===== config.mk =====
export PLATFORM = sky130hd
export DESIGN_NAME = clock_freq_meter
export DESIGN_NICKNAME = d
export VERILOG_FILES = /design/src/rtl/clock_freq_meter.sv
export SDC_FILE = /design/constraint.sdc
export NUM_CORES = 1
export LEC_CHECK = 0
export ABC_AREA = 0
export CORE_UTILIZATION = 43
export DETAILED_ROUTE_END_ITERATION = 12
export GPL_TIMING_DRIVEN = 1
export PLACE_DENSITY = 0.64
export SLEW_MARGIN = 0
export SYNTH_ARGS = -nofsm -noshare
export SYNTH_HDL_FRONTEND = slang
export SYNTH_SLANG_ARGS = --single-unit

===== constraint.sdc =====
create_clock -name clk -period 4.1 [get_ports clk]
set_input_delay 0.615 -clock clk [delete_from_list [all_inputs] [get_ports clk]]
set_output_delay 0.615 -clock clk [all_outputs]
set_load 0.005 [all_outputs]

===== src/rtl/clock_freq_meter.sv =====
// ---------------------------------------------------------------------------
// clock_freq_meter
//
// Counts rising edges of an asynchronous input (typically one divided-clock
// output of the ripple divider) over a fixed window of GATE_CYCLES clk
// cycles. The input passes through a three-flop synchroniser. A rise is
// s2 & ~s3. The result is published with a one-cycle done pulse.
//
// Ports:
//   clk        system clock; all state updates on its rising edge
//   reset      synchronous, active-high reset
//   sig_in     signal under measurement, asynchronous to clk
//   start      begin a measurement; sampled only while idle
//   busy       high whenever a measurement is running or being published
//   done       one-cycle pulse when edge_count/overflow are updated
//   edge_count rising edges counted in the last completed window
//   overflow   last window's count saturated at 2^CNT_W-1
// ---------------------------------------------------------------------------
module clock_freq_meter #(
  parameter int GATE_CYCLES = 256,
  parameter int CNT_W       = 16
) (
  input  logic             clk,
  input  logic             reset,
  input  logic             sig_in,
  input  logic             start,
  output logic             busy,
  output logic             done,
  output logic [CNT_W-1:0] edge_count,
  output logic             overflow
);

  localparam int GW = $clog2(GATE_CYCLES);
  localparam logic [GW-1:0]    GATE_LAST = GW'(GATE_CYCLES - 1);
  localparam logic [CNT_W-1:0] CNT_MAX   = '1;

  typedef enum logic [1:0] {
    S_IDLE    = 2'd0,
    S_MEASURE = 2'd1,
    S_DONE    = 2'd2
  } state_e;

  state_e           state_q, state_d;
  logic             s1_q, s2_q, s3_q;
  logic [GW-1:0]    gate_q;
  logic [CNT_W-1:0] acc_q;
  logic             sat_q;
  logic [CNT_W-1:0] edge_count_q;
  logic             overflow_q;

  logic             rise;
  logic             acc_at_max;
  logic             sat_hit;
  logic [CNT_W-1:0] acc_d;
  logic             gate_end;

  // s1 may go metastable; s2/s3 are the settled copies used for detection.
  always_ff @(posedge clk) begin
    if (reset) begin
      s1_q <= 1'b0;
      s2_q <= 1'b0;
      s3_q <= 1'b0;
    end else begin
      s1_q <= sig_in;
      s2_q <= s1_q;
      s3_q <= s2_q;
    end
  end

  assign rise = s2_q & ~s3_q;

  // Saturating accumulate: a rise on a full accumulator is lost but recorded.
  assign acc_at_max = (acc_q == CNT_MAX);
  assign sat_hit    = rise & acc_at_max;
  assign acc_d      = (rise && !acc_at_max) ? acc_q + 1'b1 : acc_q;
  assign gate_end   = (gate_q == GATE_LAST);

  // FSM: state register
  always_ff @(posedge clk) begin
    if (reset) begin
      state_q <= S_IDLE;
    end else begin
      state_q <= state_d;
    end
  end

  // FSM: next state
  always_comb begin
    state_d = state_q;
    case (state_q)
      S_IDLE:    if (start) state_d = S_MEASURE;
      S_MEASURE: if (gate_end) state_d = S_DONE;
      S_DONE:    state_d = S_IDLE;
      default:   state_d = S_IDLE;
    endcase
  end

  // FSM: outputs
  always_comb begin
    busy = 1'b0;
    done = 1'b0;
    case (state_q)
      S_IDLE:    busy = 1'b0;
      S_MEASURE: busy = 1'b1;
      S_DONE: begin
        busy = 1'b1;
        done = 1'b1;
      end
      default: busy = 1'b0;
    endcase
  end

  // Window datapath. The last gate edge folds in its own rise so that a
  // window covers exactly GATE_CYCLES samples of the rise signal.
  always_ff @(posedge clk) begin
    if (reset) begin
      gate_q       <= '0;
      acc_q        <= '0;
      sat_q        <= 1'b0;
      edge_count_q <= '0;
      overflow_q   <= 1'b0;
    end else begin
      case (state_q)
        S_IDLE: begin
          if (start) begin
            gate_q <= '0;
            acc_q  <= '0;
            sat_q  <= 1'b0;
          end
        end
        S_MEASURE: begin
          gate_q <= gate_q + 1'b1;
          acc_q  <= acc_d;
          sat_q  <= sat_q | sat_hit;
          if (gate_end) begin
            edge_count_q <= acc_d;
            overflow_q   <= sat_q | sat_hit;
          end
        end
        default: begin
        end
      endcase
    end
  end

  assign edge_count = edge_count_q;
  assign overflow   = overflow_q;

endmodule


* Word level (Yosys, flattened, before mapping)
Index checks and enable logic that the tools add are counted.
Storage, ports and cells: word-level logic and storage cells 41, register bits 47, input port bits 4, output and inout bits 19
Operators by class: add/subtract/negate cells 2, bitwise gates (word level) 4, reductions and logical operators 8, equal/unequal tests 6, mux-type cells 12
Operator list (number):
- 16-bit two-way mux | 2
- 16-bit case mux with 2 select lines | 1
- 16-bit by 1-bit adder with 16-bit output, second input constant | 1
- 16-bit == test, second input constant | 1
- 8-bit case mux with 2 select lines | 1
- 8-bit by 1-bit adder with 8-bit output, second input constant | 1
- 8-bit == test, second input constant | 1
- 8-bit two-way mux | 1
- 2-bit AND reduction | 3
- 2-bit two-way mux | 2
- 2-bit != test, second input constant | 2
- 2-bit case mux with 2 select lines | 1
- 1-bit two-way mux | 3
- 1-bit bitwise AND | 2
- 2-bit by 1-bit == test with 1-bit output, second input constant | 1
- 2-bit == test, second input constant | 1
- 2-bit logical NOT | 1
- 1-bit case mux with 2 select lines | 1
- 2-bit nonzero test | 1
- 2-bit OR reduction | 1
- 1-bit logical AND | 1
- 1-bit logical NOT | 1
- 1-bit NOT | 1
- 1-bit bitwise OR | 1

* Longest topological paths before layout
word-level depth 5, gate-level depth with buffers 7, mapped depth without buffers 6

* Worst setup path before layout
OpenSTA, ideal clock, no wires.
path kind input-to-reg, start input reset, end register acc_q[12], setup slack 2.111 ns, buffers on the path 2, data arrival time 1.854 ns, setup time 0.135 ns, cell stages on the path 6, data required time 3.965 ns, path through clkbuf_1 -> clkinv_1 -> and3_1 -> clkbuf_1 -> nor2_1 -> nor3_1
RTL lines:
- from (decl) | line 24 | input logic reset,
- to (signal assigned) | line 118 | acc_q <= '0;
- to (signal assigned) | line 127 | acc_q <= '0;
- to (signal assigned) | line 133 | acc_q <= acc_d;
- to (decl) | line 46 | logic [CNT_W-1:0] acc_q;

==> results by group <==
GRT
  – First-pass GRT wire length: 10500 um
  – Gr ovfl total: 0
  – Gr usage total: 21.5%
  – Pin count of the biggest net entering global routing: 25
  – Vias in the first global route: 2126
  – Initial antenna violation count: 0

Status
  – Status: finished clean

STA
  – Clock Skew: 0.00647 ns
  – Final hold slack: 0.456 ns
  – Min Tclk post-route: 2.33 ns
  – Period Utilization, post-route: 56.8%
  – Final Setup Violations: 0
  – Final setup TNS: 0 ns
  – Final Hold Vio Count: 0
  – Headroom to the max-slew limit: 30.1%
  – Fmax: 0.429 GHz
  – Final Max Slew Viols: 0
  – RSZ-0062 raised after global routing: false
  – Measured slew at the worst slew-check pin: 1.04 ns

Synthesis
  – Syn_nets: 313
  – Warnings, synthesis: 0
  – Post-synthesis compound-gate area fraction: 20.3%
  – Largest family of logic cells by synthesized area: simple AND/OR/NAND/NOR gates
  – Register area share after synthesis: 37.1%
  – Synthesized-area fraction occupied by adder cells: 3.45%
  – Area leader, netlist: dfxtp_1
  – Mux contribution to synthesized area: 2.02%
  – Synth Area in XOR/XNOR: 2.07%
  – Top cell type's share of synthesized area: 37.1%
  – Post-Syn Area per Cell: 8.40 um^2
  – Instance count of the mapped netlist: 302
  – Synth Area in Simple Gates: 29.7%
  – Main flop type after synthesis: dfxtp_1
  – Synth area leaders: dfxtp_1, nor2_1, a31oi_1, a311oi_1, ha_1
  – Distinct cells, synth: 49
  – Mapped cell area: 0.00254 mm^2
  – FF+latch count, synth: 47
  – Fraction of registers with async set/reset: 0%
  – Post-synth EDFFs: 0

Power
  – Sw frac: 30.0%
  – Register share of total power: 48.7%
  – Combinational Power Share: 19.3%
  – Leakage power figure: 0.872 nW
  – Power per Cell Area: 349 mW/mm^2
  – Int Power: 0.694 mW
  – Clock network fraction of design power: 32.0%
  – Peak VDD IR: 154 uV
  – Psw: 0.298 mW

Critical path
  – Startpoint types: primary input
  – Critical Path RT: 4.28 ns
  – Kind of critical path: in -> reg
  – Data arrival, critical path: 2.51 ns
  – CP endpoint kind: flip-flop
  – Crit path max fanout: 21

Clock network
  – Post-cts gate resize count: 0
  – Postcts setup bufs: 0
  – TritonCTS Buffers: 5
  – Clock Sinks: 47
  – H-Tree Depth: 2
  – CTS tree: yes
  – Clk_lat worst skew: 0.31 ns
  – Root Buffer: clkbuf_8
  – Clk buf depth: 2
  – Hold_buf cts: 0
  – Clk slew on worst S/H paths: 0.09 ns

Detailed routing
  – First-pass DRT Iterations: 4
  – Starting DRT DRC Count: 181
  – DRT antenna net count: 0
  – Drt wl/cell: 16.3 um
  – Post-route DRC: 0
  – Vias per cell: 6.19
  – Post-Route WL: 6250 um
  – Via count: 2369

Run
  – Maxcap violations: 0

Place
  – Detailed-placement wirelength estimate: 4240 um
  – GP Congestion: 0.822
  – I/O Buffers: 22

Layout
  – Commonest non-fill, non-tap cell in the layout: dfxtp_1
  – Share of cells above drive strength 1: 3.86%
  – Area delta synth->final: 12.0%
  – Final net count: 321
  – Most frequent cells in the layout: dfxtp_1, nor2_1, clkdlybuf4s50_1, nand2_1, a31oi_1
  – Antenna cells: 0

Die
  – Die ar.: 0.00621 mm^2
  – Core Box Area: 0.00561 mm^2
  – Width of the die: 78.8 um
  – Die height: 78.8 um
  – Row cnt: 27
  – # IOs: 23
  – Initial Util: 45.2%

Min path
  – Hold Path Class: reg -> reg
## cells by family after synthesis
group / count (synthesis)
and+or+nand+nor: 135
adders and majority gates: 7
muxes: 5
DFF: 47
AOI/OAI and AO/OA: 74
buffers and inverters: 28
xor gates and xnor gates: 6
## worst paths after layout
kind	from	to	slack (ns)	depth (start not counted)
setup / recovery	reset	acc_q[12]	1.77	5
setup reg to reg	acc_q[0]	edge_count[14]	1.84	5
hold reg to reg	s1_q	s2_q	0.46	1
hold / removal	s1_q	s2_q	0.46	1
## metal layers
metal  GRT usage [%]  vias to the layer above  part of all wire, %
met3            4.71                       10                  6.3
met5               0                        -                    0
li1                -                     1176                    -
met2            32.1                       68                   45
met1            30.1                     1115                   47
met4            8.18                        0                  1.9
## final cells by class
class,instances,area (um^2)
fill,543,2770
clock buffer,8,100
tap,72,90.1
timing repair buffer,23,228
inverter,6,22.5
sequential,47,941
multi-input combinational,227,1460
## critical path, cell delays in order
cell             delay, ns
clkdlybuf4s50_1       0.48
clkinv_1              0.25
and3_1                0.51
nor2_1                0.52
nor3_1                0.12
## power groups by stage
stage          Sequential (mW)  Clock (mW)  Combinational (mW)
2_1_floorplan            0.488           0               0.137
3_3_place_gp             0.494           0               0.189
3_5_place_dp             0.494           0               0.191
4_1_cts                  0.483       0.320               0.193
5_1_grt                  0.487       0.345               0.212
6_report                 0.483       0.318               0.191
## flip-flops by register name (all words and copies together), names as in the netlist
signal      flops
s3_q            1
edge_count     16
s2_q            1
state_q         2
gate_q          8
sat_q           1
overflow        1
acc_q          16
s1_q            1
## Yosys cell counts (4+ instances only)
| cell type | instances |
|---|---|
| nor3_1 | 4 |
| nand2b_1 | 4 |
| nor4_1 | 10 |
| a21oi_1 | 5 |
| or3_1 | 7 |
| and2_1 | 4 |
| ha_1 | 7 |
| nor2b_1 | 4 |
| a31oi_1 | 17 |
| buf_2 | 6 |
| or4_1 | 6 |
| dfxtp_1 | 47 |
| mux2i_1 | 4 |
| nand4_1 | 13 |
| nand3_1 | 11 |
| and3_1 | 4 |
| nand2_1 | 20 |
| a311oi_1 | 11 |
| nor2_1 | 30 |
| clkbuf_1 | 13 |
| inv_1 | 5 |
| xor2_1 | 6 |
| and4_1 | 9 |
| o21ai_0 | 15 |
| o31ai_1 | 6 |
## through the flow
step	setup WS, ns	power (mW)	cells	util [%]	area [um^2]
3_3_place_gp	1.52	0.684	375	48.9	2740
4_1_cts	1.77	0.996	383	50.7	2840
5_1_grt	1.58	1.04	383	50.7	2840
2_1_floorplan	2.11	0.626	302	-	2540
6_report	1.77	0.992	383	50.7	2840
3_5_place_dp	1.45	0.685	375	48.9	2740
No activity file was read; power rests on OpenSTA's default activity.
